$ cat src/rtl/seven_segment_mux.sv
// Seven-segment driver: converts a binary value to BCD, shows it on multiplexed digits.
// Ports: clk, rst (sync, high), load/value in, busy/overflow out, seg/an active-low drive.
// Optional blink (SEVSEG_BLINK_EN): BLINK_BIT parameter and blink input blank all digits.
module seven_segment_mux #(
    parameter int DIGITS       = 4,
    parameter int WIDTH        = 14,
    parameter int REFRESH_BITS = 17
`ifdef SEVSEG_BLINK_EN
    ,
    parameter int BLINK_BIT    = 24
`endif
) (
    input  logic              clk,
    input  logic              rst,
`ifdef SEVSEG_BLINK_EN
    input  logic              blink,
`endif
    input  logic              load,
    input  logic [WIDTH-1:0]  value,
    output logic              busy,
    output logic              overflow,
    output logic [6:0]        seg,
    output logic [DIGITS-1:0] an
);

    // BCD field holds every decimal digit of 2^WIDTH-1 and at least DIGITS digits.
    localparam int NBCD = ((WIDTH / 3 + 1) > DIGITS) ? (WIDTH / 3 + 1) : DIGITS;
    localparam int SW   = 4 * NBCD + WIDTH;
    localparam int CNTW = $clog2(WIDTH + 1);
    localparam int IW   = (DIGITS > 1) ? $clog2(DIGITS) : 1;
    localparam int CW   = (WIDTH > 27) ? WIDTH : 27;

    localparam logic [6:0] SEG_BLANK = 7'b1111111;
    localparam logic [6:0] SEG_DASH  = 7'b0111111;

    function automatic logic [CW-1:0] pow10(input int n);
        logic [CW-1:0] p;
        p = CW'(1);
        for (int i = 0; i < n; i++) begin
            p = p * CW'(10);
        end
        return p;
    endfunction

    localparam logic [CW-1:0] LIMIT = pow10(DIGITS);

    function automatic logic [6:0] seg_code(input logic [3:0] d);
        logic [6:0] s;
        unique case (d)
            4'd0:    s = 7'b1000000;
            4'd1:    s = 7'b1111001;
            4'd2:    s = 7'b0100100;
            4'd3:    s = 7'b0110000;
            4'd4:    s = 7'b0011001;
            4'd5:    s = 7'b0010010;
            4'd6:    s = 7'b0000010;
            4'd7:    s = 7'b1111000;
            4'd8:    s = 7'b0000000;
            4'd9:    s = 7'b0010000;
            default: s = SEG_BLANK;
        endcase
        return s;
    endfunction

    typedef enum logic {
        S_IDLE,
        S_CONV
    } state_t;

    state_t                   state_q, state_d;
    logic [SW-1:0]            sr_q, sr_d;
    logic [CNTW-1:0]          cnt_q, cnt_d;
    logic                     ovf_pend_q, ovf_pend_d;
    logic                     ovf_q, ovf_d;
    logic [DIGITS-1:0][6:0]   disp_q, disp_d;
    logic [REFRESH_BITS-1:0]  ref_q, ref_d;
    logic [IW-1:0]            idx_q, idx_d;

    logic [SW-1:0]            sr_adj;
    logic [SW-1:0]            sr_step;
    logic [DIGITS-1:0][6:0]   disp_new;
    logic [3:0]               dig;
    logic                     nz;
    logic [DIGITS-1:0]        an_scan;

    // One double-dabble step: add 3 to every BCD digit >= 5, then shift left.
    always_comb begin
        sr_adj = sr_q;
        for (int k = 0; k < NBCD; k++) begin
            if (sr_q[WIDTH+4*k +: 4] >= 4'd5) begin
                sr_adj[WIDTH+4*k +: 4] = sr_q[WIDTH+4*k +: 4] + 4'd3;
            end
        end
        sr_step = sr_adj << 1;
    end

    // Segment image of the finished conversion; zeros above the top
    // nonzero digit are blanked, digit 0 is always shown.
    always_comb begin
        disp_new = '0;
        dig      = '0;
        nz       = 1'b0;
        for (int d = DIGITS - 1; d >= 0; d--) begin
            dig = sr_step[WIDTH+4*d +: 4];
            nz  = nz | (dig != 4'd0);
            if (ovf_pend_q) begin
                disp_new[d] = SEG_DASH;
            end else if (nz || d == 0) begin
                disp_new[d] = seg_code(dig);
            end else begin
                disp_new[d] = SEG_BLANK;
            end
        end
    end

    always_comb begin
        state_d    = state_q;
        sr_d       = sr_q;
        cnt_d      = cnt_q;
        ovf_pend_d = ovf_pend_q;
        ovf_d      = ovf_q;
        disp_d     = disp_q;
        unique case (state_q)
            S_IDLE: begin
                if (load) begin
                    sr_d       = SW'(value);
                    cnt_d      = '0;
                    ovf_pend_d = (CW'(value) >= LIMIT);
                    state_d    = S_CONV;
                end
            end
            S_CONV: begin
                sr_d  = sr_step;
                cnt_d = cnt_q + CNTW'(1);
                if (cnt_q == CNTW'(WIDTH - 1)) begin
                    state_d = S_IDLE;
                    ovf_d   = ovf_pend_q;
                    disp_d  = disp_new;
                end
            end
            default: state_d = S_IDLE;
        endcase
    end

    // Scan runs continuously, unaffected by conversion activity.
    always_comb begin
        ref_d = ref_q + REFRESH_BITS'(1);
        idx_d = idx_q;
        if (&ref_q) begin
            idx_d = (idx_q == IW'(DIGITS - 1)) ? '0 : idx_q + IW'(1);
        end
    end

    always_ff @(posedge clk) begin
        if (rst) begin
            state_q    <= S_IDLE;
            sr_q       <= '0;
            cnt_q      <= '0;
            ovf_pend_q <= 1'b0;
            ovf_q      <= 1'b0;
            disp_q     <= {DIGITS{SEG_BLANK}};
            ref_q      <= '0;
            idx_q      <= '0;
        end else begin
            state_q    <= state_d;
            sr_q       <= sr_d;
            cnt_q      <= cnt_d;
            ovf_pend_q <= ovf_pend_d;
            ovf_q      <= ovf_d;
            disp_q     <= disp_d;
            ref_q      <= ref_d;
            idx_q      <= idx_d;
        end
    end

    assign an_scan  = ~(DIGITS'(1) << idx_q);
    assign seg      = disp_q[idx_q];
    assign busy     = (state_q == S_CONV);
    assign overflow = ovf_q;

`ifdef SEVSEG_BLINK_EN
    logic [BLINK_BIT:0] blk_q, blk_d;

    always_comb begin
        blk_d = blk_q + (BLINK_BIT + 1)'(1);
    end

    always_ff @(posedge clk) begin
        if (rst) begin
            blk_q <= '0;
        end else begin
            blk_q <= blk_d;
        end
    end

    assign an = (blink && blk_q[BLINK_BIT]) ? '1 : an_scan;
`else
    assign an = an_scan;
`endif

endmodule

$ cat config.mk
export PLATFORM = sky130hd
export DESIGN_NAME = seven_segment_mux
export DESIGN_NICKNAME = d
export VERILOG_FILES = /design/src/rtl/seven_segment_mux.sv
export SDC_FILE = /design/constraint.sdc
export NUM_CORES = 1
export LEC_CHECK = 0
export ABC_AREA = 1
export BUFFER_PORTS_ARGS = -buffer_cell sky130_fd_sc_hd__buf_2
export CORE_MARGIN = 1.5
export CORE_UTILIZATION = 58
export CTS_CLUSTER_SIZE = 25
export DETAILED_ROUTE_END_ITERATION = 8
export PLACE_DENSITY = 0.8
export SLEW_MARGIN = 20
export SYNTH_ARGS = -nofsm -noshare
export SYNTH_HDL_FRONTEND = slang
export SYNTH_SLANG_ARGS = --single-unit
$ cat constraint.sdc
create_clock -name clk -period 4.95 [get_ports clk]
set_input_delay 0.2475 -clock clk [delete_from_list [all_inputs] [get_ports clk]]
set_output_delay 0.2475 -clock clk [all_outputs]
set_load 0.05 [all_outputs]
==> results by group <==
STA
  • Endpoints failing hold: 0
  • Setup Skew: 0.0138 ns
  • Fin crit share: 0.536
  • # setup viols final: 0
  • Worst hold margin: 0.125 ns
  • Fmax achieved: 0.377 GHz
  • Setup_tns: 0 ns
  • Final min period: 2.65 ns
  • Final Max Slew Viols: 0
  • Unrepaired setup endpoints after global routing: false
  • Fin worst setup slack: 2.30 ns
  • Worst Max-Slew Pin Slew: 0.713 ns
  • Rel. slew slack: 0.524

CTS
  • Skew-Pair Late Insertion Delay: 0.36 ns
  • Clock transition at path regs: 0.09 ns
  • Htree depth: 3
  • Clock tree buffer depth: 2
  • Hold_buf cts: 0
  • Sink Count: 84
  • CTS tree: yes
  • Root Driver: clkbuf_8
  • CTS buffer count: 9
  • Post-CTS Resized: 0
  • Number of setup buffers added after CTS: 0

Critical path
  • Worst Path Buf+Inv: 2
  • Worst path required time: 4.70 ns
  • Crit path DAT: 2.40 ns
  • R2R Path End: disp_q[10]$_SDFFE_PP1P_
  • R2R Setup Slk: 2.66 ns
  • Worst r2r path cells: 14
  • Startpoint Class: register
  • CP max-delay cell: dfxtp_1
  • Worst reg2reg startpoint: sr_q[14]$_SDFFE_PP0P_
  • Worst-path cell chain: clkinv_1 -> a21oi_1 -> o21ai_0 -> o21ai_0 -> buf_2
  • Top delay family on crit path: buffers and inverters
  • CP max stage delay: 0.68 ns
  • Crit path max fanout: 19
  • Kind of critical path: register to output port
  • CP Launch Point: idx_q[0]$_SDFFE_PP0P_
  • Most frequent CP cell: o21ai_0
  • Setup crit end kind: output port

Drt
  • Pre-antenna DRT Iters: 5
  • Drt initial violations: 250
  • Routed Antenna Nets: 0
  • Number of remaining DRC errors: 0
  • Detailed Route WL: 10400 µm
  • Via count: 4456
  • Via density: 5.22
  • Routed len/inst: 12.2 µm

Synth
  • Synth Net Count: 769
  • Syn avg cell area: 6.92 µm²
  • Synth Register Bits: 84
  • Post-synth top area share: 0.337
  • Ys flop type: dfxtp_1
  • Mapped Cells: 721
  • Synth area leader: dfxtp_1
  • EDFF count, synth: 0
  • Synth top area cells: dfxtp_1 (34%), nand2_1 (13%), inv_1 (7.8%), ha_1 (7.8%), nor2_1 (4.8%)
  • Count of cell types in the netlist: 43
  • Async SR Flop Fraction: 0
  • Sequential area share after synthesis: 0.337
  • Yosys warning count: 0
  • Area of the mapped netlist: 0.00499 mm²

Finish
  • Number of fill cells: 718
  • P&R area growth vs syn: 8.32%
  • Final Core Density: 0.655
  • Cell Count, Final, Fillers Out: 854
  • Share of layout cells above drive strength 1: 0.147
  • Final Cell Area: 0.00541 mm²
  • # diodes: 0
  • Post-layout nets: 792

Placed design
  • Port buffer count: 29
  • Gpl congestion: 0.966
  • Hpwl dp: 7800 µm
  • Setup slack at placement: 2.66 ns
  • Placed instance count: 838
  • Placed inst area: 0.00518 mm²

GRT
  • Overall Global Routing Usage: 0.243
  • Global Route met3 Usage: 0.0395
  • First-pass GRT wire length: 17600 µm
  • GRT overflow: 0
  • Met2 Usage GRT: 0.421
  • Largest net degree at the start of global routing: 38
  • GR met1 Demand/Resource: 0.302
  • Vias in the first global route: 4032
  • Layer with the highest usage: met2
  • Initial antenna violation count: 0

Worst hold path
  • Worst hold path type: input port to register
  • Hold Crit Depth: 3
  • Hold Path Sink: sr_q[0]$_SDFFE_PP0P_
  • Min-delay src: value[0]

Power
  • Leakage: 2.60 nW
  • Pwr per Cell Area: 243 mW/mm²
  • Design Power: 1.31 mW
  • Peak VDD IR: 177 µV

Floorplanning
  • Initial core utilization: 0.604
  • Die H: 95.8 µm
  • Top Ports: 30
  • Core area: 0.00826 mm²
  • Die Wd: 95.8 µm
  • Cell Rows: 33
  • Die area: 0.00917 mm²

Status
  • Status: complete, no violations

Run
  • Max-cap violations: 0
==> layout by cell type (no fill, tap or decap), types with 8 or more instances in the layout <==
master | Yosys | routed
nand2_1 | 179 | 179
nand3_1 | 44 | 44
nand4_1 | 13 | 13
nor2_1 | 64 | 63
dfxtp_1 | 84 | 84
o21ai_0 | 37 | 37
nand2_2 | 15 | 15
ha_1 | 31 | 31
clkbuf_8 | 0 | 9
inv_1 | 104 | 104
a22oi_1 | 8 | 8
buf_2 | 5 | 29
a21oi_1 | 44 | 44
or2_2 | 9 | 9
==> report_power, final <==
group,internal [mW],switching (mW)
Clock,0.289,0.262
Combinational,0.0223,0.0446
Sequential,0.686,0.0101
Total,0.997,0.317
==> area by class of cell <==
cell class	instances	area (µm²)	area share
Clock buffer	10	128	0.0236
Clock inverter	6	93.8	0.0174
Inverter	115	437	0.0808
Multi-Input combinational cell	503	2770	0.513
Sequential cell	84	1680	0.311
Tap cell	105	131	0.0243
Timing Repair Buffer	31	160	0.0296
==> state kept, by name, indices dropped and copies added, names as in the netlist <==
signal / count
overflow: 1
idx_q: 2
ovf_pend_q: 1
cnt_q: 4
ref_q: 17
disp_q: 28
busy: 1
sr_q: 30
==> cells in the mapped netlist (7+ instances only) <==
| master | count |
|---|---|
| inv_2 | 7 |
| inv_1 | 104 |
| or2_2 | 9 |
| nand2_2 | 15 |
| nand3_1 | 44 |
| nand2_1 | 179 |
| o21ai_0 | 37 |
| a21oi_1 | 44 |
| dfxtp_1 | 84 |
| nand4_1 | 13 |
| a22oi_1 | 8 |
| clkbuf_1 | 8 |
| nor2_4 | 7 |
| ha_1 | 31 |
| nor2_1 | 64 |
==> worst min-delay path, cell delays in order <==
cell     delay (ns)
buf_2          0.10
nand2_1        0.06
a21oi_1        0.05
==> kinds of logic after synthesis <==
logic type               Yosys count  share of synthesized area
AO/OA/AOI/OAI                    109                      0.123
buffers and inverters            134                      0.108
adder cells (fa/ha/maj)           31                     0.0777
flip-flops                        84                      0.337
XOR/XNOR                           8                     0.0193
AND/OR/NAND/NOR                  355                      0.336
==> worst max path at each step <==
stage | endpoint | cells past startpoint
6_report | seg[0] | 5
5_1_grt | seg[0] | 5
4_1_cts | seg[0] | 5
3_5_place_dp | disp_q[10]$_SDFFE_PP1P_ | 9
3_3_place_gp | disp_q[10]$_SDFFE_PP1P_ | 9
2_1_floorplan | seg[0] | 4
==> layer usage <==
layer,vias up,share of wire
met5,-,0
met4,0,0.018
met3,18,0.036
met2,98,0.49
met1,2016,0.46
li1,2324,-
Note: power is estimated with default switching activity, not from simulation.
